### src/rtl/fetch_pkg.sv
// Shared types and defaults for the instruction-fetch control slice.
package fetch_pkg;

  typedef enum logic [2:0] {
    IDLE = 3'd0,
    REQ  = 3'd1,
    WAIT = 3'd2,
    HOLD = 3'd3,
    ERR  = 3'd4
  } state_t;

  typedef enum logic [1:0] {
    NONE = 2'b00,
    JMP  = 2'b01,
    BR   = 2'b10
  } redir_t;

  localparam int unsigned DEF_MAX_WAIT = 16;

endpackage

### src/rtl/fetch_wait_cnt.sv
// Wait counter with synchronous clear/enable; tc flags the last cycle before the limit.
module fetch_wait_cnt #(
  parameter int unsigned CNT_W    = 8,
  parameter int unsigned MAX_WAIT = 16
) (
  input  logic             clk,
  input  logic             reset,
  input  logic             clr,
  input  logic             en,
  output logic [CNT_W-1:0] cnt,
  output logic             tc
);

  always_ff @(posedge clk) begin
    if (!reset)   cnt <= '0;
    else if (clr) cnt <= '0;
    else if (en)  cnt <= cnt + 1'b1;
  end

  // tc is asserted on the cycle whose increment would reach MAX_WAIT
  assign tc = (cnt == CNT_W'(MAX_WAIT - 1));

endmodule

### src/rtl/fetch_ctrl.sv
// Fetch sequencer: imem request/response handshake, one-entry decode buffer,
// redirect handling and next-PC control for the PC/incr4/branch/jump datapath.
import fetch_pkg::*;

module fetch_ctrl #(
  parameter int unsigned MAX_WAIT = DEF_MAX_WAIT,
  parameter int unsigned CNT_W    = 8
) (
  input  logic        clk,
  input  logic        reset,
  input  logic        start,
  input  logic        stall,
  input  logic        branch_req,
  input  logic        jmp_req,
  output logic        imem_req_valid,
  input  logic        imem_req_ready,
  input  logic        imem_rsp_valid,
  input  logic [31:0] imem_rsp_data,
  output logic        inst_valid,
  input  logic        inst_ready,
  output logic [31:0] inst_data,
  output logic        pc_wr_en,
  output logic        branch_sel,
  output logic        jmp_sel,
  output logic        busy,
  output logic        timeout_err
);

  state_t           state;
  redir_t           redir, redir_nxt;
  logic             flush;
  logic             live, redir_in, hs, tc;
  logic [CNT_W-1:0] cnt;

  fetch_wait_cnt #(.CNT_W(CNT_W), .MAX_WAIT(MAX_WAIT)) u_wait_cnt (
    .clk   (clk),
    .reset (reset),
    .clr   (hs),
    .en    (state == WAIT),
    .cnt   (cnt),
    .tc    (tc)
  );

  // pc_wr_en and selects are combinational so the PC is already updated
  // by the time the next request is issued from REQ.
  always_comb begin
    live      = (state == REQ) || (state == WAIT) || (state == HOLD);
    redir_in  = live && (branch_req || jmp_req);
    redir_nxt = redir;
    if (live && branch_req)                        redir_nxt = BR;
    else if (live && jmp_req && (redir == NONE))   redir_nxt = JMP;
    imem_req_valid = (state == REQ) && !stall;
    hs             = imem_req_valid && imem_req_ready;
    pc_wr_en       = 1'b0;
    if ((state == WAIT) && imem_rsp_valid && (flush || redir_in)) pc_wr_en = 1'b1;
    if ((state == HOLD) && ((inst_valid && inst_ready) || (redir_nxt != NONE)))
      pc_wr_en = 1'b1;
    branch_sel = pc_wr_en && (redir_nxt == BR);
    jmp_sel    = pc_wr_en && (redir_nxt == JMP);
    busy       = live;
  end

  always_ff @(posedge clk) begin
    if (!reset) begin
      state       <= IDLE;
      redir       <= NONE;
      flush       <= 1'b0;
      inst_valid  <= 1'b0;
      inst_data   <= '0;
      timeout_err <= 1'b0;
    end else begin
      redir <= redir_nxt;
      // a redirect before the response arrives makes the in-flight fetch stale
      if (((state == REQ) || (state == WAIT)) && redir_in) flush <= 1'b1;
      case (state)
        IDLE: if (start) state <= REQ;
        REQ:  if (hs) state <= WAIT;
        WAIT: begin
          if (imem_rsp_valid) begin
            if (flush || redir_in) begin
              redir <= NONE;
              flush <= 1'b0;
              state <= REQ;
            end else begin
              inst_data  <= imem_rsp_data;
              inst_valid <= 1'b1;
              state      <= HOLD;
            end
          end else if (tc) begin
            timeout_err <= 1'b1;
            state       <= ERR;
          end
        end
        HOLD: begin
          if (pc_wr_en) begin
            inst_valid <= 1'b0;
            redir      <= NONE;
            state      <= REQ;
          end
        end
        ERR:     timeout_err <= 1'b1;
        default: state <= IDLE;
      endcase
    end
  end

  logic unused_cnt;
  assign unused_cnt = ^cnt;

endmodule

### config.mk
export PLATFORM = sky130hd
export DESIGN_NAME = fetch_ctrl
export DESIGN_NICKNAME = d
export VERILOG_FILES = /design/src/rtl/fetch_pkg.sv /design/src/rtl/fetch_wait_cnt.sv /design/src/rtl/fetch_ctrl.sv
export SDC_FILE = /design/constraint.sdc
export NUM_CORES = 1
export LEC_CHECK = 0
export BUFFER_PORTS_ARGS = -buffer_cell sky130_fd_sc_hd__buf_2
export CAP_MARGIN = 40
export CORE_ASPECT_RATIO = 0.9
export CORE_UTILIZATION = 45
export DETAILED_ROUTE_END_ITERATION = 7
export PLACE_DENSITY = 0.78
export SYNTH_ARGS = -nofsm -noshare
export SYNTH_HDL_FRONTEND = slang
export SYNTH_SLANG_ARGS = --single-unit
### constraint.sdc
create_clock -name clk -period 1.8 [get_ports clk]
set_input_delay 0.09 -clock clk [delete_from_list [all_inputs] [get_ports clk]]
set_output_delay 0.09 -clock clk [all_outputs]
set_load 0.01 [all_outputs]
# [After elaboration in Yosys (flattened, before gate mapping)]
# Cells that the tools add are included.
[totals] regBits=48 in_bits=41 elab_cells=81
[classes] add_sub_neg=1 eq_ne=15 muxes=26 bitwise_logic=3 reduce_logical=29
[ops] operator="$mux W3" n=5
[ops] operator="$pmux W3 S5" n=1
[ops] operator="$ne A2 B2 Y1 const B" n=7
[ops] operator="$logic_and A1 B1 Y1" n=13
[ops] operator="$mux W2" n=6
[ops] operator="$mux W1" n=11
[ops] operator="$add A8 B1 Y8 const B" n=1
[ops] operator="$eq A8 B4 Y1 const B" n=1
[ops] operator="$eq A3 B2 Y1 const B" n=2
[ops] operator="$reduce_and A3 Y1" n=2
[ops] operator="$reduce_bool A2 Y1" n=3
[ops] operator="$logic_or A1 B1 Y1" n=5
[ops] operator="$reduce_and A5 Y1" n=1
[ops] operator="$pmux W1 S2" n=2
[ops] operator="$pmux W2 S2" n=1
[ops] operator="$reduce_and A4 Y1" n=1
[ops] operator="$eq A3 B1 Y1 const B" n=1
[ops] operator="$eq A3 B3 Y1 const B" n=1
[ops] operator="$logic_not A3 Y1" n=1
[ops] operator="$ne A3 B3 Y1 const B" n=1
[ops] operator="$not A1 Y1" n=3
[ops] operator="$eq A2 B1 Y1 const B" n=1
[ops] operator="$eq A2 B2 Y1 const B" n=1
[ops] operator="$logic_not A2 Y1" n=1
[ops] operator="other kinds (2)" n=2

# [Longest topological paths before layout]
# Gate-level depths: netlist of the first run.
[logic_depth] depth_word=13 depth_mapped=6 depth_no_buf=5

# [Modules after synthesis]
# Synthesis of the first run repeated with hierarchy kept, for this count alone.
[unflattened] hier_cells=239 hier_area_um2=2074.5
[modules_own_cells] mod="fetch_ctrl" instances=1 cells_each=199 area_each_um2=1714.1 seq_area_each_um2=800.8
[modules_own_cells] mod="fetch_wait_cnt" instances=1 cells_each=40 area_each_um2=360.3 seq_area_each_um2=160.2

# [Least setup slack after synthesis of the first run]
# Ideal clock, no wire load.
[synth_timing] path_kind="register to register" start="register state[2]" end="register u_wait_cnt.cnt[0]" arrival_time_ps=1347 required_ps=1679 path_slack_ps=332 stages_incl_launch_ff=6 path_buffers=1 synth_period_minus_slack_ps=1468 cell_sequence="dfxtp_1 -> buf_6 -> nor4b_1 -> nand2_1 -> nand2_1 -> nor2_1"
[synth_between] elab_chain_cells=4
[synth_rtl] item="from (decl)" line_no="fetch_ctrl.sv:29" source="state_t state;"
[synth_rtl] item="from (signal assigned)" line_no="fetch_ctrl.sv:65" source="state <= IDLE;"
[synth_rtl] item="from (signal assigned)" line_no="fetch_ctrl.sv:76" source="IDLE: if (start) state <= REQ;"
[synth_rtl] item="from (signal assigned)" line_no="fetch_ctrl.sv:77" source="REQ: if (hs) state <= WAIT;"
[synth_rtl] item="$eq A3 B1 Y1" line_no="fetch_ctrl.sv:52" source="imem_req_valid = (state == REQ) && !stall;"
[synth_rtl] item="$logic_and A1 B1 Y1" line_no="fetch_ctrl.sv:52"
[synth_rtl] item="named net imem_req_valid" line_no="fetch_ctrl.sv:15" source="output logic imem_req_valid,"
[synth_rtl] item="$logic_and A1 B1 Y1" line_no="fetch_ctrl.sv:53" source="hs = imem_req_valid && imem_req_ready;"
[synth_rtl] item="$reduce_or A2 Y1 (no source line)"
[synth_rtl] item="to (signal assigned)" line_no="fetch_wait_cnt.sv:17" source="else if (en) cnt <= cnt + 1'b1;"
[synth_rtl] item="to (decl)" line_no="fetch_wait_cnt.sv:10" source="output logic [CNT_W-1:0] cnt,"
# The timed path passes the listed nets, and every way through them passes these cells.
# A chain may end at the register's enable or synchronous reset.

# [Worst setup path after layout of the first run]
[layout_timing] start="register state[2]" end="output jmp_sel"
[layout_between] elab_chain_cells=12
[layout_rtl] item="$eq A3 B1 Y1 / $eq A3 B2 Y1 (equally long branches)" line_no="fetch_ctrl.sv:47, fetch_ctrl.sv:55"
[layout_rtl] item="$logic_or A1 B1 Y1 (2 in series)" line_no="fetch_ctrl.sv:47" source="live = (state == REQ) || (state == WAIT) || (state == HOLD);"
[layout_rtl] item="$logic_and A1 B1 Y1 (2 in series)" line_no="fetch_ctrl.sv:51" source="else if (live && jmp_req && (redir == NONE)) redir_nxt = JMP;"
[layout_rtl] item="$mux W2" line_no="fetch_ctrl.sv:51"
[layout_rtl] item="$mux W2" line_no="fetch_ctrl.sv:50" source="if (live && branch_req) redir_nxt = BR;"
[layout_rtl] item="$reduce_bool A2 Y1" line_no="fetch_ctrl.sv:56" source="if ((state == HOLD) && ((inst_valid && inst_ready) || (redir_nxt != NONE)))"
[layout_rtl] item="$logic_or A1 B1 Y1" line_no="fetch_ctrl.sv:56"
[layout_rtl] item="$logic_and A1 B1 Y1" line_no="fetch_ctrl.sv:56"
[layout_rtl] item="$mux W1" line_no="fetch_ctrl.sv:56"
[layout_rtl] item="$logic_and A1 B1 Y1 *" line_no="fetch_ctrl.sv:59" source="jmp_sel = pc_wr_en && (redir_nxt == JMP);"
[layout_rtl] item="to (decl)" line_no="fetch_ctrl.sv:24" source="output logic jmp_sel,"
# Mark *: on every way between the ends. The rest lies on a longest branch, timed or not.

==> metrics.cfg, run 1 <==
[synthesis]
syn_area_um2=2010
synth_flop_cell=dfxtp_1
synth_edf_count=0
synth-seq-area-share=0.477
synth_cells=242
ys_ff_latch=48
ys_async_sr_fraction=0
synth_nets=284
synth-warning-count=0
postSynthAreaPerCell_um2=8.32
ys_types=44

[sta]
setup_viol=0
finalCriticalPeriod_ns=1.74
min_period_over_period=0.966
slew_viol_final=0
hold_viol_final=0
relSlewSlack=0.750
tns_ns=0
worst-slew-pin-transition_ns=0.370
final.setup_skew_ns=0.00370
fmax_mhz=575
rsz0062_at_grt=true

[routing]
drt-wirelength-per-cell_um=11.6
via_count=1877
drt_iter0_drc=69
routed_wl_um=4450
ant_nets=0
via_per_inst=4.90
drtPass1Iterations=4
drc=0

[finish]
synthToLayoutAreaGrowth_pct=27.9
layout-drive-gt1-share=0.328
layout_commonest_cell=buf_2
mostFrequentLayoutCells=buf_2, nand2_1, dfxtp_1, a21oi_1, nor2_1
final_area_um2=2580
multi_input_area_um2=966
diodes=0
layout.nets=364
post-route-util=0.616
register_area_um2=966
stdcell_count=383
fill_cells=398

[floorplanning]
ioPinCount=80
num_rows=22
die_area_um2=4750
die-height_um=65.5
die_x_um=72.5
core_um2=4180
start_util=0.481

[setup_path]
r2r_cells=5
critPathMaxFanout=11
start_kind=register
critPathLaunch=state[2]$_SDFFE_PN0P_
crit_required_ns=1.71
setup.worst_path.class=reg2out
setup.worst_path.end_class=output pin
cp_data_arrival_time_ns=1.65
r2r-start=state[1]$_SDFFE_PN0P_

[clock_network]
clock_sinks=48
h-tree-depth=2
cts_hold_buf=0
numCtsBuffers=5
cts_tree=built
clk_pin_slew_ns=0.08
clk_latency_ns=0.28
cts_buffer_depth=2
cts_root_buffer=clkbuf_8

[grt]
grt_max_degree=34
grtUsageTotal=0.187
grt_pass1_wl_um=7070
globalRouteOverflowTotal=0
first_global_vias=1658
antenna_found_initial=0

[power]
p_per_area_nw_per_um2=800
p_leak_uw=0.00113
vdd_ir_drop_max_v=0.000594

[hold_path]
hold_path_startpoint=imem_rsp_data[14]
holdPathStages=3
worstHoldPathType=in2reg

[placement]
gp_congestion=0.830
placedCellCount=374
place_area_um2=2470
hpwl_um=3290
io_buffer_count=79

[flow_run]
cap_violations=0

[outcome]
status=finished clean

[report_power, final]
| group | leakage [µW] | internal (µW) | switching, µW | total (µW) |
|---|---|---|---|---|
| clock network | 0.0000445 | 312 | 324 | 636 |
| logic | 0.000696 | 146 | 160 | 307 |
| registers | 0.000389 | 1090 | 29.7 | 1120 |
[path summary, 6_finish.rpt]
kind,slack [ns],endpoint
worst max register to register,0.32,inst_data[4]$_SDFFE_PN0P_
worst min register to register,0.45,inst_data[23]$_SDFFE_PN0P_
worst min-delay path,0.03,inst_data[14]$_SDFFE_PN0P_
worst max-delay path,0.06,jmp_sel
[per-stage QoR]
step	power [µW]	hold slack, ns	setup WS, ns
after floorplan	1330	0.207	0.332
after global placement	1430	0.330	0.338
after detailed placement	1440	0.338	0.256
after CTS	2070	0.0226	0.0104
after global routing	2160	0.0244	-0.0109
final	2060	0.0339	0.0605
[sequential cells by signal, indices dropped and copies added (netlist names)]
| name | flops |
|---|---|
| inst_data | 32 |
| u_wait_cnt.cnt | 8 |
| state | 3 |
| redir | 2 |
| flush | 1 |
| inst_valid | 1 |
| timeout_err | 1 |
[cell usage after synthesis, types with 3 or more instances]
cell type	n	share of area
a211oi_1	3	0.011
a21oi_1	35	0.087
and2b_1	3	0.011
and3_1	4	0.012
buf_2	3	0.0075
buf_4	3	0.011
clkbuf_1	6	0.011
dfxtp_1	48	0.48
nand2_1	71	0.13
nand4_1	4	0.012
nor2_1	13	0.024
o21ai_0	5	0.012
xor2_1	6	0.026
[worst max-delay path: stages, from the launching register on]
cell and delay [ns]:
dfxtp_4 0.38, and2b_1 0.24, and2_4 0.15, a21bo_2 0.24
a211oi_1 0.19, buf_2 0.16
[cell families after synthesis]
| family | share of synthesized area |
|---|---|
| and+or+nand+nor | 0.260 |
| AOI/OAI and AO/OA | 0.176 |
| DFF | 0.477 |
| buffers and inverters | 0.0447 |
| xor gates and xnor gates | 0.0304 |
| muxes | 0.00497 |
| adders and majority gates | 0.00621 |
[area by class of cell]
class,instances,share of cell area
repair buffers,87,0.182
well taps,60,0.0291
clock inverters,1,0.00291
clock buffers,7,0.0335
flip-flops and latches,48,0.375
multi-input cells,178,0.375
inverters,2,0.00291
[metal layers]
metal  track usage  wire length (µm)  vias to the layer above
met1         0.245              2120                      843
li1              -                 -                      976
met4        0.0539                40                        0
met3        0.0491               255                        4
met2         0.304              2030                       54
met5             0                 0                        -
[what timing repair did]
action / 4_1_cts / 5_1_grt
gates cloned: 0 / 0
endpoints found under the setup margin: 2 / 3
setup buffers: 0 / 1
gates resized for setup: 1 / 3
Power figures use the tool's default switching activity.
==> inputs of run 2 (changes only) <==
--- a/config.mk
+++ b/config.mk
@@ -8,3 +8,3 @@
 export BUFFER_PORTS_ARGS = -buffer_cell sky130_fd_sc_hd__buf_2
-export CAP_MARGIN = 40
+export CAP_MARGIN = 20
 export CORE_ASPECT_RATIO = 0.9
--- a/constraint.sdc
+++ b/constraint.sdc
@@ -3,2 +3,2 @@
 set_output_delay 0.09 -clock clk [all_outputs]
-set_load 0.01 [all_outputs]
+set_load 0.005 [all_outputs]
==> metrics.cfg, run 2 (synthesis gave the netlist of run 1 again) <==
[floorplanning]
ioPinCount=80  ; unchanged
num_rows=22  ; unchanged
core_um2=4180  ; unchanged
die_area_um2=4750  ; unchanged
die_x_um=72.5  ; unchanged
start_util=0.481  ; unchanged
die-height_um=65.5  ; unchanged

[sta]
relSlewSlack=0.744  ; was 0.750
rsz0062_at_grt=true  ; unchanged
whs_ns=0.0249  ; was 0.0339 ns
hold_viol_final=0  ; unchanged
fmax_mhz=562  ; was 575 MHz
slew_viol_final=0  ; unchanged
min_period_over_period=0.989  ; was 0.966
tns_ns=0  ; unchanged
final.setup_skew_ns=0.00465  ; was 0.00370 ns
setup_slack_ns=0.0192  ; was 0.0605 ns
setup_viol=0  ; unchanged
finalCriticalPeriod_ns=1.78  ; was 1.74 ns
worst-slew-pin-transition_ns=0.381  ; was 0.370 ns

[clock_network]
h-tree-depth=2  ; unchanged
clk_pin_slew_ns=0.08  ; about the same
clock_sinks=48  ; unchanged
cts_hold_buf=0  ; unchanged
cts_root_buffer=clkbuf_8  ; unchanged
clk_latency_ns=0.29  ; was 0.28 ns
cts_tree=built  ; unchanged
cts_buffer_depth=2  ; unchanged
numCtsBuffers=5  ; unchanged

[grt]
first_global_vias=1594  ; was 1658
antenna_found_initial=0  ; unchanged
grt_max_degree=30  ; was 34
grt_pass1_wl_um=7000  ; was 7070 µm
globalRouteOverflowTotal=0  ; unchanged
grtUsageTotal=0.191  ; was 0.187

[finish]
layout-drive-gt1-share=0.338  ; was 0.328
top_register=inst_data  ; unchanged
mostFrequentLayoutCells=buf_2, nand2_1, dfxtp_1, a21oi_1, nor2_1  ; unchanged
largest_register_ffs=32  ; unchanged
diodes=0  ; unchanged
final_area_um2=2610  ; was 2580 µm²
synthToLayoutAreaGrowth_pct=29.5  ; was 27.9%
layout_commonest_cell=buf_2  ; unchanged
fill_cells=398  ; unchanged
layout.nets=367  ; was 364
stdcell_count=385  ; was 383
top_regs=inst_data (32), u_wait_cnt.cnt (8), state (3)  ; unchanged

[power]
p_clk_frac=0.288  ; was 0.309
intPower_uw=1510  ; was 1550 µW
vdd_ir_drop_max_v=0.000419  ; was 0.000594 V
comb_power_share=0.160  ; was 0.149
p_per_area_nw_per_um2=775  ; was 800 nW/µm²
p_leak_uw=0.00115  ; was 0.00113 µW
switchingPower_uw=508  ; was 514 µW
power.share.switching=0.251  ; was 0.249
seqPwrFrac=0.552  ; was 0.543

[routing]
via_per_inst=4.86  ; was 4.90
via_count=1870  ; was 1877
drtPass1Iterations=4  ; unchanged
drt-wirelength-per-cell_um=11.8  ; was 11.6 µm
ant_nets=0  ; unchanged
drc=0  ; unchanged
routed_wl_um=4530  ; was 4450 µm
drt_iter0_drc=74  ; was 69

[placement]
placedCellCount=374  ; unchanged
place_area_um2=2480  ; was 2470 µm²
hpwl_um=3230  ; was 3290 µm
io_buffer_count=79  ; unchanged
dp_slack_ns=0.228  ; was 0.256 ns
gp_congestion=0.797  ; was 0.830

[setup_path]
crit_required_ns=1.71  ; about the same
cp_data_arrival_time_ns=1.69  ; was 1.65 ns
setup.worst_path.class=reg2out  ; unchanged
critPathMaxFanout=6  ; was 11
crit_chain=buf_6 -> o21ba_4 -> a221oi_4 -> a21bo_2 -> a211oi_2 -> buf_2  ; was and2b_1 -> and2_4 -> a21bo_2 -> a211oi_1 -> buf_2
max_stage_delay_ns=0.32  ; was 0.38 ns
cp_slowest_cell=dfxtp_2  ; was dfxtp_4
setup.worst_path.end_class=output pin  ; unchanged
start_kind=register  ; unchanged

[flow_run]
cap_violations=0  ; unchanged

[outcome]
status=finished clean  ; unchanged

[hold_path]
worstHoldPathType=in2reg  ; unchanged

[run 2: cell count changes in the layout (fill, tap and decap cells not counted), sizes merged]
cell | previous run | this run
clkbuf | 7 | 6
clkinv | 1 | 2
clkinvlp | 1 | 0
buf | 87 | 90
[run 2: what timing repair did]
action,in CTS,in global routing
hold endpoints to repair,0,0
gates resized for setup,1,5
pin swaps,0,2
endpoints found under the setup margin,2,2
buffers inserted,1,3
[run 2: per-layer routing]
| metal | track usage | share of wire |
|---|---|---|
| met1 | 0.242 | 0.45 |
| met2 | 0.305 | 0.47 |
| met3 | 0.0506 | 0.066 |
| met4 | 0.0809 | 0.013 |
| met5 | 0 | 0 |
[run 2: power by group through the flow]
stage / clock network [µW] / registers, µW / logic (µW)
after floorplan: 0 / 1140 / 186
after global placement: 0 / 1140 / 291
after detailed placement: 0 / 1140 / 294
after CTS: 604 / 1110 / 300
after global routing: 645 / 1120 / 352
final: 582 / 1120 / 323
[run 2: worst max-delay path: cells and delay by family, from the launching register on]
family,cells,cell delay [ns]
buffers and inverters,2,0.26
flip-flops,1,0.32
AO/OA/AOI/OAI,4,0.81
[run 2: layout make-up]
cell class	instances	area [µm²]	area share
multi-input combinational	178	978	0.375
sequential	48	963	0.369
timing repair buffer	90	507	0.194
tap	60	75.1	0.0288
clock buffer	6	72.6	0.0278
inverter	2	7.51	0.00288
clock inverter	1	5.00	0.00192
[run 2: final timing paths]
check        slack (ns)                          to                        from  cells after the start
max                0.02                     jmp_sel       state[1]$_SDFFE_PN0P_                      6
min                0.02  inst_data[25]$_SDFFE_PN0P_           imem_rsp_data[25]                      3
max reg2reg        0.24  inst_data[28]$_SDFFE_PN0P_       state[2]$_SDFFE_PN0P_                      5
min reg2reg        0.45  inst_data[13]$_SDFFE_PN0P_  inst_data[13]$_SDFFE_PN0P_                      2
[run 2: through the flow]
step                       util  power (µW)
after floorplan               -        1320
after global placement    0.593        1430
after detailed placement  0.593        1430
after CTS                 0.613        2020
after global routing      0.624        2120
final                     0.624        2020
